[src/rtl/fcvt_sched_if.sv]
// fcvt_sched bus: requester handshake, response strobe and
// conversion-unit side, grouped for the scheduler port.
interface fcvt_sched_if #(
  parameter int NREQ = 2
);
  logic [NREQ-1:0]    req_valid;
  logic [NREQ-1:0]    req_op;
  logic [32*NREQ-1:0] req_data;
  logic [NREQ-1:0]    req_ready;
  logic [NREQ-1:0]    rsp_valid;
  logic [31:0]        rsp_data;
  logic               rsp_ovf;
  logic               cvt_valid;
  logic               cvt_op;
  logic [31:0]        cvt_x;
  logic [31:0]        cvt_y;
  logic               busy;

  modport master (
    output req_valid, req_op, req_data, cvt_y,
    input  req_ready, rsp_valid, rsp_data, rsp_ovf,
    input  cvt_valid, cvt_op, cvt_x, busy
  );

  modport slave (
    input  req_valid, req_op, req_data, cvt_y,
    output req_ready, rsp_valid, rsp_data, rsp_ovf,
    output cvt_valid, cvt_op, cvt_x, busy
  );
endinterface

[src/rtl/fcvt_sched.sv]
// Round-robin scheduler sharing one fixed-latency ftoi/itof unit.
// Optional ftoi saturation is enabled by defining FCVT_SAT_EN.
module fcvt_sched #(
  parameter int NREQ = 2,
  parameter int LAT  = 2
) (
  input  logic        clk,
  input  logic        rstn,
  fcvt_sched_if.slave bus
);
  localparam int IW = $clog2(NREQ);

  typedef struct packed {
    logic          v;
    logic          op;
    logic [IW-1:0] own;
`ifdef FCVT_SAT_EN
    logic          sgn;
    logic [7:0]    ex;
    logic          nan;
`endif
  } tag_t;

  logic [NREQ-1:0] out_q, out_d;
  logic [NREQ-1:0] gnt;
  logic [IW-1:0]   ptr_q, ptr_d;
  logic [IW-1:0]   gidx;
  logic            gany, gok;
  logic            gop;
  logic [31:0]     gx;
  logic            cvt_valid_q, cvt_op_q;
  logic [31:0]     cvt_x_q;
  tag_t            tag_in;
  tag_t            pipe_q [LAT+1];
  logic [NREQ-1:0] rsp_valid_q, rsp_valid_d;
  logic [31:0]     rsp_data_q, rsp_data_d;
`ifdef FCVT_SAT_EN
  logic            ovf_q, ovf_d;
`endif

  // First eligible requester scanning upward from the pointer
  always_comb begin
    int            idx;
    logic [IW-1:0] si;
    idx  = 0;
    si   = '0;
    gany = 1'b0;
    gidx = '0;
    gop  = 1'b0;
    gx   = '0;
    gnt  = '0;
    for (int k = 0; k < NREQ; k++) begin
      idx = int'(ptr_q) + k;
      if (idx >= NREQ) idx = idx - NREQ;
      si = IW'(idx);
      if (!gany && bus.req_valid[si] && !out_q[si]) begin
        gany = 1'b1;
        gidx = si;
        gop  = bus.req_op[si];
        gx   = bus.req_data[idx*32 +: 32];
      end
    end
    gok = gany & rstn;
    if (gok) gnt[gidx] = 1'b1;
  end

  // Tag entering the pipe, response decode and bookkeeping
  always_comb begin
    tag_in     = '0;
    tag_in.v   = gok;
    tag_in.op  = gop;
    tag_in.own = gidx;
`ifdef FCVT_SAT_EN
    tag_in.sgn = gx[31];
    tag_in.ex  = gx[30:23];
    tag_in.nan = (&gx[30:23]) & (|gx[22:0]);
`endif
    rsp_valid_d = '0;
    rsp_data_d  = rsp_data_q;
`ifdef FCVT_SAT_EN
    ovf_d = ovf_q;
`endif
    if (pipe_q[LAT].v) begin
      rsp_valid_d[pipe_q[LAT].own] = 1'b1;
      rsp_data_d = bus.cvt_y;
`ifdef FCVT_SAT_EN
      ovf_d = 1'b0;
      if (!pipe_q[LAT].op && pipe_q[LAT].ex >= 8'd158) begin
        ovf_d = 1'b1;
        rsp_data_d = (pipe_q[LAT].sgn && !pipe_q[LAT].nan) ?
                     32'h8000_0000 : 32'h7FFF_FFFF;
      end
`endif
    end
    out_d = (out_q & ~rsp_valid_d) | gnt;
    ptr_d = ptr_q;
    if (gok) ptr_d = (gidx == IW'(NREQ-1)) ? '0 : gidx + 1'b1;
  end

  // Pointer, outstanding bits, issue and response registers
  always_ff @(posedge clk or negedge rstn) begin
    if (!rstn) begin
      ptr_q       <= '0;
      out_q       <= '0;
      cvt_valid_q <= 1'b0;
      cvt_op_q    <= 1'b0;
      cvt_x_q     <= '0;
      rsp_valid_q <= '0;
      rsp_data_q  <= '0;
`ifdef FCVT_SAT_EN
      ovf_q       <= 1'b0;
`endif
    end else begin
      ptr_q       <= ptr_d;
      out_q       <= out_d;
      cvt_valid_q <= gok;
      if (gok) begin
        cvt_op_q <= gop;
        cvt_x_q  <= gx;
      end
      rsp_valid_q <= rsp_valid_d;
      rsp_data_q  <= rsp_data_d;
`ifdef FCVT_SAT_EN
      ovf_q       <= ovf_d;
`endif
    end
  end

  // Owner tags travel alongside the unit, aligned with cvt_y
  always_ff @(posedge clk or negedge rstn) begin
    if (!rstn) begin
      for (int s = 0; s <= LAT; s++) pipe_q[s] <= '0;
    end else begin
      pipe_q[0] <= tag_in;
      for (int s = 1; s <= LAT; s++) pipe_q[s] <= pipe_q[s-1];
    end
  end

  assign bus.req_ready = gnt;
  assign bus.rsp_valid = rsp_valid_q;
  assign bus.rsp_data  = rsp_data_q;
`ifdef FCVT_SAT_EN
  assign bus.rsp_ovf   = ovf_q;
`else
  assign bus.rsp_ovf   = 1'b0;
`endif
  assign bus.cvt_valid = cvt_valid_q;
  assign bus.cvt_op    = cvt_op_q;
  assign bus.cvt_x     = cvt_x_q;
  assign bus.busy      = |out_q;
endmodule

[src/flat_wrapper.sv]
// flat-port wrapper written by rule: the top's interface ports become plain ports
module fcvt_sched_flat 
#(
  parameter int NREQ = 2,
  parameter int LAT  = 2
)
  (clk, rstn, bus_req_valid, bus_req_op, bus_req_data, bus_cvt_y, bus_req_ready, bus_rsp_valid, bus_rsp_data, bus_rsp_ovf, bus_cvt_valid, bus_cvt_op, bus_cvt_x, bus_busy);
  fcvt_sched_if #(.NREQ(NREQ)) bus_i ();
  input  logic clk;
  input  logic rstn;
  input wire logic [$bits(bus_i.req_valid)-1:0] bus_req_valid;
  input wire logic [$bits(bus_i.req_op)-1:0] bus_req_op;
  input wire logic [$bits(bus_i.req_data)-1:0] bus_req_data;
  input wire logic [$bits(bus_i.cvt_y)-1:0] bus_cvt_y;
  output wire logic [$bits(bus_i.req_ready)-1:0] bus_req_ready;
  output wire logic [$bits(bus_i.rsp_valid)-1:0] bus_rsp_valid;
  output wire logic [$bits(bus_i.rsp_data)-1:0] bus_rsp_data;
  output wire logic [$bits(bus_i.rsp_ovf)-1:0] bus_rsp_ovf;
  output wire logic [$bits(bus_i.cvt_valid)-1:0] bus_cvt_valid;
  output wire logic [$bits(bus_i.cvt_op)-1:0] bus_cvt_op;
  output wire logic [$bits(bus_i.cvt_x)-1:0] bus_cvt_x;
  output wire logic [$bits(bus_i.busy)-1:0] bus_busy;
  assign bus_i.req_valid = bus_req_valid;
  assign bus_i.req_op = bus_req_op;
  assign bus_i.req_data = bus_req_data;
  assign bus_i.cvt_y = bus_cvt_y;
  assign bus_req_ready = bus_i.req_ready;
  assign bus_rsp_valid = bus_i.rsp_valid;
  assign bus_rsp_data = bus_i.rsp_data;
  assign bus_rsp_ovf = bus_i.rsp_ovf;
  assign bus_cvt_valid = bus_i.cvt_valid;
  assign bus_cvt_op = bus_i.cvt_op;
  assign bus_cvt_x = bus_i.cvt_x;
  assign bus_busy = bus_i.busy;
  fcvt_sched #(.NREQ(NREQ), .LAT(LAT)) u_core (.clk(clk), .rstn(rstn), .bus(bus_i));
endmodule
[config.mk]
export PLATFORM = sky130hd
export DESIGN_NAME = fcvt_sched_flat
export DESIGN_NICKNAME = d
export VERILOG_FILES = /design/src/rtl/fcvt_sched_if.sv /design/src/rtl/fcvt_sched.sv /design/src/flat_wrapper.sv
export SDC_FILE = /design/constraint.sdc
export NUM_CORES = 1
export LEC_CHECK = 0
export ABC_AREA = 0
export CAP_MARGIN = 40
export CORE_MARGIN = 2
export CORE_UTILIZATION = 35
export CTS_CLUSTER_DIAMETER = 100
export DETAILED_ROUTE_END_ITERATION = 6
export GPL_TIMING_DRIVEN = 0
export PLACE_DENSITY = 0.75
export SLEW_MARGIN = 0
export SYNTH_ARGS = -nofsm -noshare
export SYNTH_HDL_FRONTEND = slang
export SYNTH_SLANG_ARGS = --single-unit
[constraint.sdc]
create_clock -name clk -period 1.2 [get_ports clk]
set_input_delay 0.18 -clock clk [delete_from_list [all_inputs] [get_ports clk]]
set_output_delay 0.18 -clock clk [all_outputs]
set_load 0.05 [all_outputs]
# == Word level (Yosys, flattened, before mapping) ==
# Index checks and enable logic that the tools add are counted.
# word_totals
output_inout_bits,72
regBits,76
inputBits,102
wordCells,68
# op_classes
n_mux,29
n_reduce_logical,9
n_lt_le_gt_ge,8
shift,2
add_sub_neg,4
bitwise,4
# op_table
cell,n
64-bit by 32-bit variable part select with 32-bit output,2
32-bit 2-to-1 mux,2
27-bit 2-to-1 mux,2
32-bit by 3-bit >= comparator with 1-bit output (second input constant),1
27-bit by 3-bit subtractor with 27-bit output (second input constant),1
1-bit 2-to-1 mux,21
1-bit by 2-bit < comparator with 1-bit output (second input constant),4
1-bit logical AND,5
2-bit 2-to-1 mux,2
1-bit zero test,3
1-bit by 2-bit subtractor with 3-bit output (second input constant),1
1-bit by 1-bit adder with 2-bit output (second input constant),1
2-bit bitwise AND,1
1-bit demux with 1-bit select,2
1-bit >= comparator (second input constant),2
1-bit by 2-bit >= comparator with 1-bit output (second input constant),1
2-bit NOT,1
2-bit OR,1
2-bit OR reduction,1
1-bit adder (second input constant),1
1-bit bitwise AND,1

# == Logic depth before layout (Yosys ltp) ==
# logic_depth
ltp_word,17
depth_mapped,5
ltp_nobuf,3

# == Worst setup path after synthesis ==
# No wires, ideal clock.
# synth_path
path_type,flip-flop to flip-flop
startpoint,reg u_core.out_q[1]
endpoint,reg u_core.out_q[1]
required_time_ns,1.129
period_less_slack_ns,2.150
path_slack_ns,-0.950
path_stages_with_launch,5
setup_time_ns,0.071
n_path_buf,1
t_arrival_ns,2.079
cell_sequence,dfrtp_1 nand2b_1 buf_4 nor3b_1 a21o_1
# synth_between
elab_chain_cells,15
elab_cells_between_ends,23
classes_between,order compare: 2; mux: 11; bitwise: 3; reduce/logical: 7
# synth_lines
item,line,text
start: declaration,fcvt_sched.sv:24,"logic [NREQ-1:0] out_q, out_d;"
start signal: assignment,fcvt_sched.sv:115,out_q <= out_d;
1-bit 2-to-1 mux (implied by the code) (2 in series),fcvt_sched.sv:56,if (!gany && bus.req_valid[si] && !out_q[si]) begin
1-bit zero test,fcvt_sched.sv:56,
1-bit logical AND,fcvt_sched.sv:56,
1-bit 2-to-1 mux,fcvt_sched.sv:56,
1-bit zero test,fcvt_sched.sv:56,
1-bit logical AND (2 in series),fcvt_sched.sv:56,
1-bit 2-to-1 mux,fcvt_sched.sv:56,
1-bit by 2-bit < comparator with 1-bit output (implied by the code) / 1-bit >= comparator (equally long branches),fcvt_sched.sv:64,if (gok) gnt[gidx] = 1'b1;
1-bit logical AND (implied by the code),fcvt_sched.sv:64,
1-bit 2-to-1 mux (implied by the code),fcvt_sched.sv:64,
1-bit demux with 1-bit select,-,
2-bit 2-to-1 mux *,fcvt_sched.sv:64,
via bus_req_ready[1],flat_wrapper.sv:15,output wire logic [$bits(bus_i.req_ready)-1:0] bus_req_ready;
2-bit OR *,fcvt_sched.sv:95,out_d = (out_q & ~rsp_valid_d) | gnt;
via u_core.out_d[1],fcvt_sched.sv:24,
# Mark *: on every way through the listed nets, which the timed path passes. The rest lies on a longest branch. The select of a mux whose other input is x is not followed.
# A chain may end at the register's enable or synchronous reset.

# == Final worst setup path ==
# layout_path
startpoint,reg u_core.out_q[1]
endpoint,out bus_req_ready[1]
# layout_between
elab_chain_cells,14
elab_cells_between_ends,21
classes_between,order compare: 2; mux: 11; bitwise: 1; reduce/logical: 7
# layout_lines
item,line
1-bit 2-to-1 mux (implied by the code) (2 in series),fcvt_sched.sv:56
1-bit zero test,fcvt_sched.sv:56
1-bit logical AND,fcvt_sched.sv:56
1-bit 2-to-1 mux,fcvt_sched.sv:56
1-bit zero test,fcvt_sched.sv:56
1-bit logical AND (2 in series),fcvt_sched.sv:56
1-bit 2-to-1 mux,fcvt_sched.sv:56
1-bit by 2-bit < comparator with 1-bit output (implied by the code) / 1-bit >= comparator (equally long branches),fcvt_sched.sv:64
1-bit logical AND (implied by the code),fcvt_sched.sv:64
1-bit 2-to-1 mux (implied by the code),fcvt_sched.sv:64
1-bit demux with 1-bit select,-
2-bit 2-to-1 mux *,fcvt_sched.sv:64
end: declaration,flat_wrapper.sv:15
# Every way passes the cells marked *; elsewhere a longest branch is shown, timed or not. The select of a mux whose other input is x is not followed.

==> results by stage <==
Setup path:
- The critical register-to-register path startpoint is u_core.out_q[1]$_DFF_PN0_.
- The most critical setup path has its startpoint at u_core.out_q[1]$_DFF_PN0_.
- The number of buffers and inverters on the critical path is 2.
- The classification of the worst setup path is reg -> out.
- For the worst setup path, the data arrival time is 1460 ps.
- Walking the worst path, the cells encountered are nand2b_4, buf_8, nor3b_4, buf_6.
- Of all nets on the critical path, the largest fanout is 5.
- STA classifies the critical path endpoint as a primary output.
- The setup slack on the worst flop-to-flop path is -380 ps.
- On the critical path, the stage with the largest delay is an instance of dfrtp_2.
- The element type at the critical path start is a flop.
- At the worst endpoint, the required time is 1020 ps.
- The gate family responsible for the most delay along the worst path is flip-flops.
- The largest single stage delay on the critical path is 450 ps.

Clock network:
- The tree built by TritonCTS fans out to 76 sinks.
- Buffers inserted to repair hold after CTS numbered 1.
- TritonCTS created 9 clock buffers.
- TritonCTS built the clock tree.
- The tree is rooted in a clkbuf_8.
- The clock tree synthesis step divided the H-tree into 3 levels.
- Clock latency on the worst-skew pair, taken at its later pin, is 350 ps.
- The clock passes through at most 2 buffers.
- The post-CTS clock slew at the launch and capture registers of the worst setup and hold paths is 90 ps.

Hold path:
- The path class of the lowest-slack min-delay path is in -> async.

Die:
- The height of the chip is 102 um.
- The boundary pin count is 174.
- The floorplan row count is 35.
- In this run the horizontal extent of the chip is 102 um.
- Once the floorplan was initialized, standard cells occupied 36.2% of the core.
- The die area is 0.0104 mm2.
- The core outline area is 0.00928 mm2.

Global route:
- The number of global-route vias before repair is 3563.
- Summed over all layers, the global routing overflow is 0.
- The initial antenna violation count is 0.
- The total global-route track usage is 22.2%.
- The first global-routing pass estimated 17700 um of wire.
- Entering global routing, the biggest net connects 32 pins.

Final layout:
- The most common cell after layout, fill and taps aside is clkdlybuf4s50_1.
- The layout has 778 filler cells.
- The layout overhead on the synthesized area is 77.8%.
- The final layout contains 605 nets.
- The post-layout instance count excluding filler cells is 637.
- The finished cells cover 0.00598 mm2.
- The number of antenna diodes in the final layout is 0.
- In the layout the commonest cells are clkdlybuf4s50_1 (100), dfrtp_1 (73), buf_2 (55), inv_1 (36).
- In the final layout, the share of cells above drive strength 1 is 46.5%.

Synthesis:
- The number of distinct library cells after synthesis is 25.
- Summing the sequential cell areas from Yosys gives 56.6% of the chip area.
- The Yosys step of the flow raised 0 warnings.
- The post-synthesis cell count is 292.
- Synthesis inferred 76 register bits.
- The netlist area before placement is 0.00336 mm2.
- The total nets after synthesis is 394.
- Dividing the synthesized area by the synthesized cell count gives 11.5 um2.

Pwr:
- The power density normalized to cell area is 2710 mW/mm2.
- The total power is 16.2 mW.
- The worst-case IR drop observed on VDD is 1.13 mV.
- The static leakage power is 2.68 nW.

STA:
- In this run the tightest slew margin relative to its limit is 44.0%.
- The clock arrives with 11.3 ps of skew.
- The final count of pins violating max slew was 0.
- Setup repair after global routing could not meet its margin everywhere.
- The final worst-path cycle share is 136%.
- The shortest clock period the worst path allows after layout is 1640 ps.
- At the pin with the least slew margin, the transition time is 837 ps.
- The number of hold-slack violations in the final timing report is 59.
- The setup slack of the critical path after layout is -438 ps.
- Setup violations remaining at the end of the flow were counted as 38.
- The worst hold slack across all endpoints is -183 ps.
- The timing-limited maximum frequency is 611 MHz.

Route:
- Once detail routing completed, the nets flagged for antenna violations numbered 0.
- The final wirelength is 11700 um.
- In the routed layout, each cell is associated on average with a via count of 5.14.
- After detailed routing, the average wire length per cell comes to 18.4 um.
- Summing over every cut layer, the via total after detailed routing is 3275.
- The number of DRC violations after detailed routing is 0.
- The first detailed-routing pass took 4 iterations.
- The number of DRC markers after the initial detailed-route iteration is 126.

Placed design:
- Input and output buffers added on the ports amount to 172.
- The cell area after placement is 0.00532 mm2.
- Counting tap cells, the placed design contains a total of 594 instances.
- Detailed placement finished with a half-perimeter wire length of 7560 um.
- The placer congestion estimate is 0.719.

Run status:
- The final reports fail on hold timing, setup timing.
- The run finished, with violations left.

Flow run:
- The number of max-cap violations is 0.
[path summary, 6_finish.rpt]
check / endpoint / cells past startpoint
worst max-delay path: bus_req_ready[1] / 4
worst min-delay path: u_core.bus.cvt_x[10]$_DFFE_PN0N_ / 2
worst max register to register: u_core.bus.cvt_x[20]$_DFFE_PN0N_ / 7
worst min register to register: u_core.pipe_q[2]$_DFF_PN0_ / 0
max in group asynchronous: u_core.bus.rsp_data[4]$_DFFE_PN0P_ / 2
min in group clk: u_core.pipe_q[2]$_DFF_PN0_ / 0
[per-layer routing]
layer | track usage, % | share of wire (%) | vias to the layer above
li1 | - | - | 1491
met1 | 26.6 | 41 | 1580
met2 | 38.1 | 48 | 184
met3 | 5.34 | 8.6 | 20
met4 | 9.74 | 1.7 | 0
met5 | 0 | 0 | -
[synth_stat cells (all sizes together)]
master | instances | area share [%]
a21oi | 1 | 0.15
conb | 1 | 0.11
nand2 | 2 | 0.22
nor2 | 2 | 0.22
mux2 | 32 | 11
o22ai | 34 | 6.3
clkbuf | 7 | 0.78
a32oi | 33 | 8.6
a31oi | 1 | 0.19
o21ai | 34 | 5.2
nor3b | 2 | 0.78
dfrtp | 76 | 57
a21o | 1 | 0.22
or2 | 1 | 0.19
inv | 36 | 4.0
and3b | 1 | 0.26
nor2b | 3 | 0.56
buf | 23 | 4.5
nand2b | 2 | 0.37
[registers in the layout, summed over array words and instances, names as in the netlist]
register and flops:
u_core.bus.rsp_data 32, u_core.bus.rsp_valid 2, u_core.pipe_q 5, u_core.bus.cvt_valid 1, u_core.bus.cvt_x 32, u_core.bus.cvt_op 1, u_core.out_q 2, u_core.ptr_q 1
[area by class of cell]
type	instances	area, um2	area share [%]
multi-input combinational	150	1410	23.6
tap	129	161	2.70
buffer	27	230	3.85
timing repair buffer	203	1890	31.6
inverter	36	135	2.26
sequential	76	1910	31.9
clock inverter	7	123	2.05
clock buffer	9	124	2.07
[logic make-up (layout without fill, tap and decap cells)]
logic type      after synthesis  count (layout)  synth area share, %
buf+inv                      66             282                 9.34
flops                        76              76                 56.6
compound gates              104             104                 20.7
other cells                   1               1                0.112
simple gates                 13              13                 2.61
mux                          32              32                 10.7
[what timing repair did]
action                                  in CTS  in global routing
endpoints found under the hold margin       17                 59
gates cloned                                 6                  0
resized for setup                          439                 50
setup buffers                               17                  8
endpoints found under the setup margin     139                 59
pin swaps                                   31                 30
[per-stage QoR]
step | setup TNS [ps] | worst slack, ps | utilization, %
2_1_floorplan | -2910 | -188 | -
3_3_place_gp | -354030 | -3860 | 57.0
3_5_place_dp | -44940 | -1390 | 57.3
4_1_cts | -10630 | -457 | 62.4
5_1_grt | -14330 | -488 | 64.4
6_report | -11930 | -438 | 64.4
[where the power goes]
part           internal (mW)  switching [mW]
Sequential              3.73           0.651
Clock                   1.40            1.02
Combinational           3.16            6.25
Total                   8.29            7.93
(Power assumes the default switching activity.)
